`config.mk`:
```
export PLATFORM = sky130hd
export DESIGN_NAME = kbd_rx_fifo
export DESIGN_NICKNAME = d
export VERILOG_FILES = /design/src/rtl/kbd_rx_fifo.sv
export SDC_FILE = /design/constraint.sdc
export NUM_CORES = 1
export LEC_CHECK = 0
export BUFFER_PORTS_ARGS = -buffer_cell sky130_fd_sc_hd__buf_4
export CAP_MARGIN = 5
export CORE_ASPECT_RATIO = 0.75
export CORE_UTILIZATION = 44
export CTS_CLUSTER_DIAMETER = 30
export CTS_CLUSTER_SIZE = 24
export DETAILED_ROUTE_END_ITERATION = 10
export MAX_ROUTING_LAYER = met4
export PLACE_DENSITY_LB_ADDON = 0.2
export SETUP_SLACK_MARGIN = 0.5
export SLEW_MARGIN = 20
export SYNTH_ARGS = -nofsm -noshare
export SYNTH_HDL_FRONTEND = slang
export SYNTH_SLANG_ARGS = --single-unit
```
`constraint.sdc`:
```
create_clock -name clk -period 2.79 [get_ports clk]
set_input_delay 0.558 -clock clk [delete_from_list [all_inputs] [get_ports clk]]
set_output_delay 0.558 -clock clk [all_outputs]
set_load 0.02 [all_outputs]
```
`src/rtl/kbd_rx_fifo.sv`:
```
// PS/2 keyboard receiver: sync + glitch filter, frame FSM and FWFT byte FIFO.
// Optional mid-frame watchdog enabled by defining KBD_RX_TIMEOUT_EN.
module kbd_rx_fifo #(
   parameter int FIFO_DEPTH  = 8,
   parameter int SYNC_STAGES = 2,
   parameter int FILTER_LEN  = 4,
   parameter int TIMEOUT_CYC = 2000
) (
   input  logic                          clk,
   input  logic                          rst,
   input  logic                          kbd_clk,
   input  logic                          kbd_data,
   input  logic                          rd,
   output logic                          rda,
   output logic [7:0]                    data,
   output logic [$clog2(FIFO_DEPTH):0]   count,
   output logic                          parity_err,
   output logic                          frame_err,
   output logic                          overflow
);

   localparam int AW = $clog2(FIFO_DEPTH);
   localparam int CW = AW + 1;
   localparam int FW = $clog2(FILTER_LEN + 1);

   typedef enum logic [1:0] {IDLE, DATA, PARITY, STOP} state_t;

   logic [SYNC_STAGES-1:0] clk_sh;
   logic [SYNC_STAGES-1:0] dat_sh;
   logic                   clk_sync;
   logic                   data_sync;
   logic                   filt;
   logic [FW-1:0]          fcnt;
   logic                   strobe;

   state_t                 state;
   logic [7:0]             shreg;
   logic [2:0]             bitcnt;
   logic                   par;
   logic                   par_ok;
   logic                   good_frame;

   logic [7:0]             mem [FIFO_DEPTH];
   logic [AW-1:0]          wp;
   logic [AW-1:0]          rp;
   logic [CW-1:0]          occ;
   logic                   full;
   logic                   pop;
   logic                   push_ok;

`ifdef KBD_RX_TIMEOUT_EN
   localparam int TW = $clog2(TIMEOUT_CYC + 1);
   logic [TW-1:0]          tcnt;
`endif

   assign clk_sync  = clk_sh[SYNC_STAGES-1];
   assign data_sync = dat_sh[SYNC_STAGES-1];

   // Bring both PS/2 lines into the clk domain; idle level is high.
   always_ff @(posedge clk or posedge rst) begin
      if (rst) begin
         clk_sh <= '1;
         dat_sh <= '1;
      end else begin
         clk_sh <= {clk_sh[SYNC_STAGES-2:0], kbd_clk};
         dat_sh <= {dat_sh[SYNC_STAGES-2:0], kbd_data};
      end
   end

   // Accept a new kbd_clk level only after it is stable; strobe on fall.
   always_ff @(posedge clk or posedge rst) begin
      if (rst) begin
         filt   <= 1'b1;
         fcnt   <= '0;
         strobe <= 1'b0;
      end else begin
         strobe <= 1'b0;
         if (clk_sync != filt) begin
            if (fcnt == FW'(FILTER_LEN - 1)) begin
               filt   <= clk_sync;
               fcnt   <= '0;
               strobe <= filt & ~clk_sync;
            end else begin
               fcnt <= fcnt + 1'b1;
            end
         end else begin
            fcnt <= '0;
         end
      end
   end

   assign par_ok     = ^{shreg, par};
   assign good_frame = strobe && (state == STOP) && par_ok && data_sync;
   assign full       = (occ == CW'(FIFO_DEPTH));
   assign pop        = rd && rda;
   assign push_ok    = good_frame && (!full || pop);

   // Frame FSM with registered error and overflow pulses.
   always_ff @(posedge clk or posedge rst) begin
      if (rst) begin
         state      <= IDLE;
         shreg      <= '0;
         bitcnt     <= '0;
         par        <= 1'b0;
         parity_err <= 1'b0;
         frame_err  <= 1'b0;
         overflow   <= 1'b0;
`ifdef KBD_RX_TIMEOUT_EN
         tcnt       <= '0;
`endif
      end else begin
         parity_err <= 1'b0;
         frame_err  <= 1'b0;
         overflow   <= good_frame && !push_ok;
         if (strobe) begin
            unique case (state)
               IDLE: begin
                  if (!data_sync) begin
                     state  <= DATA;
                     bitcnt <= '0;
                  end
               end
               DATA: begin
                  shreg  <= {data_sync, shreg[7:1]};
                  bitcnt <= bitcnt + 1'b1;
                  if (bitcnt == 3'd7) state <= PARITY;
               end
               PARITY: begin
                  par   <= data_sync;
                  state <= STOP;
               end
               STOP: begin
                  state <= IDLE;
                  if (!par_ok)
                     parity_err <= 1'b1;
                  else if (!data_sync)
                     frame_err <= 1'b1;
               end
            endcase
         end
`ifdef KBD_RX_TIMEOUT_EN
         // Watchdog: abandon a frame whose clock stopped mid-way.
         if (state == IDLE || strobe) begin
            tcnt <= '0;
         end else if (tcnt == TW'(TIMEOUT_CYC - 1)) begin
            tcnt      <= '0;
            state     <= IDLE;
            frame_err <= 1'b1;
         end else begin
            tcnt <= tcnt + 1'b1;
         end
`endif
      end
   end

   // FIFO storage; contents need no reset since occupancy gates the output.
   always_ff @(posedge clk) begin
      if (push_ok) mem[wp] <= shreg;
   end

   // FIFO pointers and occupancy; pointers wrap on power-of-2 depth.
   always_ff @(posedge clk or posedge rst) begin
      if (rst) begin
         wp  <= '0;
         rp  <= '0;
         occ <= '0;
      end else begin
         if (push_ok) wp <= wp + 1'b1;
         if (pop)     rp <= rp + 1'b1;
         if (push_ok && !pop)
            occ <= occ + 1'b1;
         else if (!push_ok && pop)
            occ <= occ - 1'b1;
      end
   end

   assign rda   = (occ != '0);
   assign data  = rda ? mem[rp] : 8'h00;
   assign count = occ;

endmodule
```
==> results.json <==
{
  "outcome": "finished clean",
  "period_share": 0.920,
  "cp_slowest_stage_delay_ns": 0.48,
  "synth-main-ff-cell": "edfxtp_1",
  "cp-end-kind": "register",
  "finalHoldViolations": 0,
  "critical_path_depth": 10,
  "hold_buffers": 0,
  "reg2reg_depth": 10,
  "worstMarginPinSlew_ns": 0.588,
  "leakage_nw": 2.01,
  "crit_arrival_ns": 2.79,
  "p_int_mw": 2.34,
  "pwr_density_cell_nw_per_um2": 561,
  "antenna_cells": 0,
  "drc_errors": 0,
  "grt_pass1_vias": 2172,
  "synth-async-reset-ratio": 0.360,
  "seq_area_frac_synth": 0.675,
  "switching_power_uw": 597,
  "critPathKind": "reg2reg",
  "worst_hold_path_type": "in2async",
  "portBuffers": 20,
  "start_util": 0.458,
  "clockRootBuffer": "clkbuf_16",
  "fin_nets": 316,
  "cap_violations": 0,
  "setup_viol": 0,
  "final_cell_mix": "64 x edfxtp_1, 44 x buf_4, 28 x dfrtp_1",
  "netlist_area_sq_um": 4190,
  "place_hpwl_um": 4950,
  "ys_ff_latch": 100,
  "slew_viol_final": 0,
  "syn_inst": 239,
  "drtIter0Drc": 134,
  "coreArea_sq_um": 9160,
  "die-area_sq_um": 9920,
  "cts_tree": "yes",
  "firstDrtPassIters": 4,
  "seqPwrFrac": 0.549,
  "required_ns": 3.02,
  "crit_path_top_delay_cell": "xnor3_2",
  "htreeDepth": 3,
  "sw_frac_of_total": 0.203,
  "setup_tns_ns": 0,
  "fillers": 724,
  "top_level_ports": 21,
  "overflow": 0,
  "grt_pass1_wl_um": 12300,
  "routed_wl_um": 7640,
  "antenna_found_initial": 0,
  "synth_fp_nets": 258,
  "clock_skew_ns": 0.0110,
  "numCtsBuffers": 9,
  "die_y_um": 86.5,
  "grt_max_degree": 37,
  "path_delay_family": "XOR/XNOR gates",
  "grt_usage": 0.181,
  "drive_gt1_frac": 0.434,
  "fin_hold_ws_ns": 0.327,
  "slew_headroom": 0.608,
  "die_width_um": 115,
  "cts_buffer_depth": 2,
  "synth.distinct_cells": 39,
  "postRouteAntennaNets": 0,
  "cts.sinks": 100,
  "grt_setup_unrepaired": "true",
  "areaGrowthSynthToFinish_pct": 25.1,
  "final_common_cell": "edfxtp_1",
  "comb_power_share": 0.034,
  "clkTransAtPathRegs_ns": 0.07,
  "critPathMaxFanout": 6,
  "ys_warn_count": 0,
  "clkPwrFrac": 0.416,
  "place_congestion": 0.721,
  "fmax_ghz": 0.390,
  "vdd_drop_max_mv": 0.346,
  "vias": 2159,
  "worstPathCellList": "xnor2_2 > xnor3_2 > xnor2_4 > nand3_4 > inv_2 > ha_4 > inv_4 > buf_4 > fa_1 > mux2_4",
  "synth-edff-count": 64,
  "fp-row-count": 30,
  "cp.buffers_inverters": 3,
  "clk_latency_ns": 0.34,
  "avgSynthCellArea_sq_um": 17.5,
  "layout_min_cycle_time_ns": 2.57,
  "avgRoutedWirePerCell_um": 17.8,
  "start_kind": "register",
  "via_per_inst": 5.02
}
-- layer usage --
layer	up-vias	GRT usage	share of wire
met5	-	-	0
met4	0	0.0425	0.0072
met3	5	0.0510	0.023
met2	25	0.260	0.45
met1	1114	0.257	0.51
li1	1015	-	-
-- power groups by stage --
stage               logic, mW  registers, mW  clock network, mW
CTS                     0.102           1.62               1.26
detailed placement      0.101           1.65                  0
floorplan              0.0736           1.64                  0
global route            0.117           1.62               1.31
finish                  0.101           1.62               1.22
global placement       0.0975           1.64                  0
-- area by class of cell --
| type | count | area, sq um | area share |
|---|---|---|---|
| Sequential cell | 100 | 2830 | 0.540 |
| Clock inverter | 6 | 70.1 | 0.0134 |
| Tap cell | 128 | 160 | 0.0305 |
| Timing Repair Buffer | 53 | 469 | 0.0895 |
| Multi-Input combinational cell | 124 | 1450 | 0.276 |
| Clock buffer | 10 | 229 | 0.0437 |
| Inverter | 9 | 36.3 | 0.00692 |
-- tightest hold or removal path, delay by kind of cell --
| kind | cells | cell delay (ns) |
|---|---|---|
| buffers and inverters | 3 | 0.55 |
-- what timing repair did --
item	in CTS	in global routing
pin swaps	4	4
endpoints found under the setup margin	70	75
buffers inserted	8	4
gates resized for setup	13	8
cloned	1	0
-- sequential cells by signal, indices dropped and copies added (netlist names) --
register	count
mem	64
count	4
rp	3
wp	3
frame_err	1
state	2
overflow	1
dat_sh	2
shreg	8
bitcnt	3
par	1
strobe	1
parity_err	1
fcnt	3
clk_sh	2
filt	1
-- cells by family (layout without fill, tap and decap cells) --
kind of cell    Yosys count  in the layout  share of synthesized area
buf+inv                  15             78                     0.0140
compound gates           11             11                     0.0161
mux                      38             38                      0.144
xor+xnor                 15             15                     0.0430
flops                   100            100                      0.675
simple gates             46             46                     0.0648
fa+ha+maj                14             14                     0.0436
-- synthesized netlist by cell type (2+ instances only) --
library cell | n | share of area
nor4b_2 | 2 | 0.0072
buf_1 | 3 | 0.0027
nand2_1 | 9 | 0.0081
nor4_1 | 2 | 0.0030
xnor2_1 | 9 | 0.019
dfstp_2 | 5 | 0.031
nor2_1 | 14 | 0.013
inv_1 | 8 | 0.0072
xor2_1 | 2 | 0.0042
nor2b_1 | 2 | 0.0030
nand2b_1 | 2 | 0.0030
mux2i_1 | 8 | 0.019
dfrtp_1 | 31 | 0.19
mux2_2 | 13 | 0.035
nor3b_1 | 4 | 0.0072
a21oi_1 | 3 | 0.0036
o21ai_0 | 4 | 0.0048
edfxtp_1 | 64 | 0.46
buf_2 | 2 | 0.0024
a22o_1 | 2 | 0.0042
ha_1 | 13 | 0.039
nor3_1 | 4 | 0.0048
xnor2_2 | 2 | 0.0078
mux4_2 | 16 | 0.086
-- stage by stage --
step / setup WS [ns] / total power [mW] / utilization / area (sq um) / cells
global placement: 0.158 / 1.74 / 0.516 / 4730 / 401
floorplan: 0.166 / 1.71 / - / 4280 / 239
global route: 0.118 / 3.05 / 0.573 / 5250 / 430
CTS: 0.227 / 2.98 / 0.566 / 5180 / 426
finish: 0.223 / 2.94 / 0.573 / 5250 / 430
detailed placement: 0.0807 / 1.75 / 0.516 / 4730 / 401
-- final timing paths --
path | startpoint | slack [ns] | to
max | shreg[7] | 0.22 | count[1]
min | rst | 0.33 | state[1]
max reg2reg | shreg[7] | 0.22 | count[1]
min reg2reg | clk_sh[0] | 0.36 | clk_sh[1]
max in group asynchronous | rst | 2.10 | filt
min in group clk | kbd_data | 0.33 | dat_sh[0]
No activity file was read; power rests on OpenSTA's default activity.
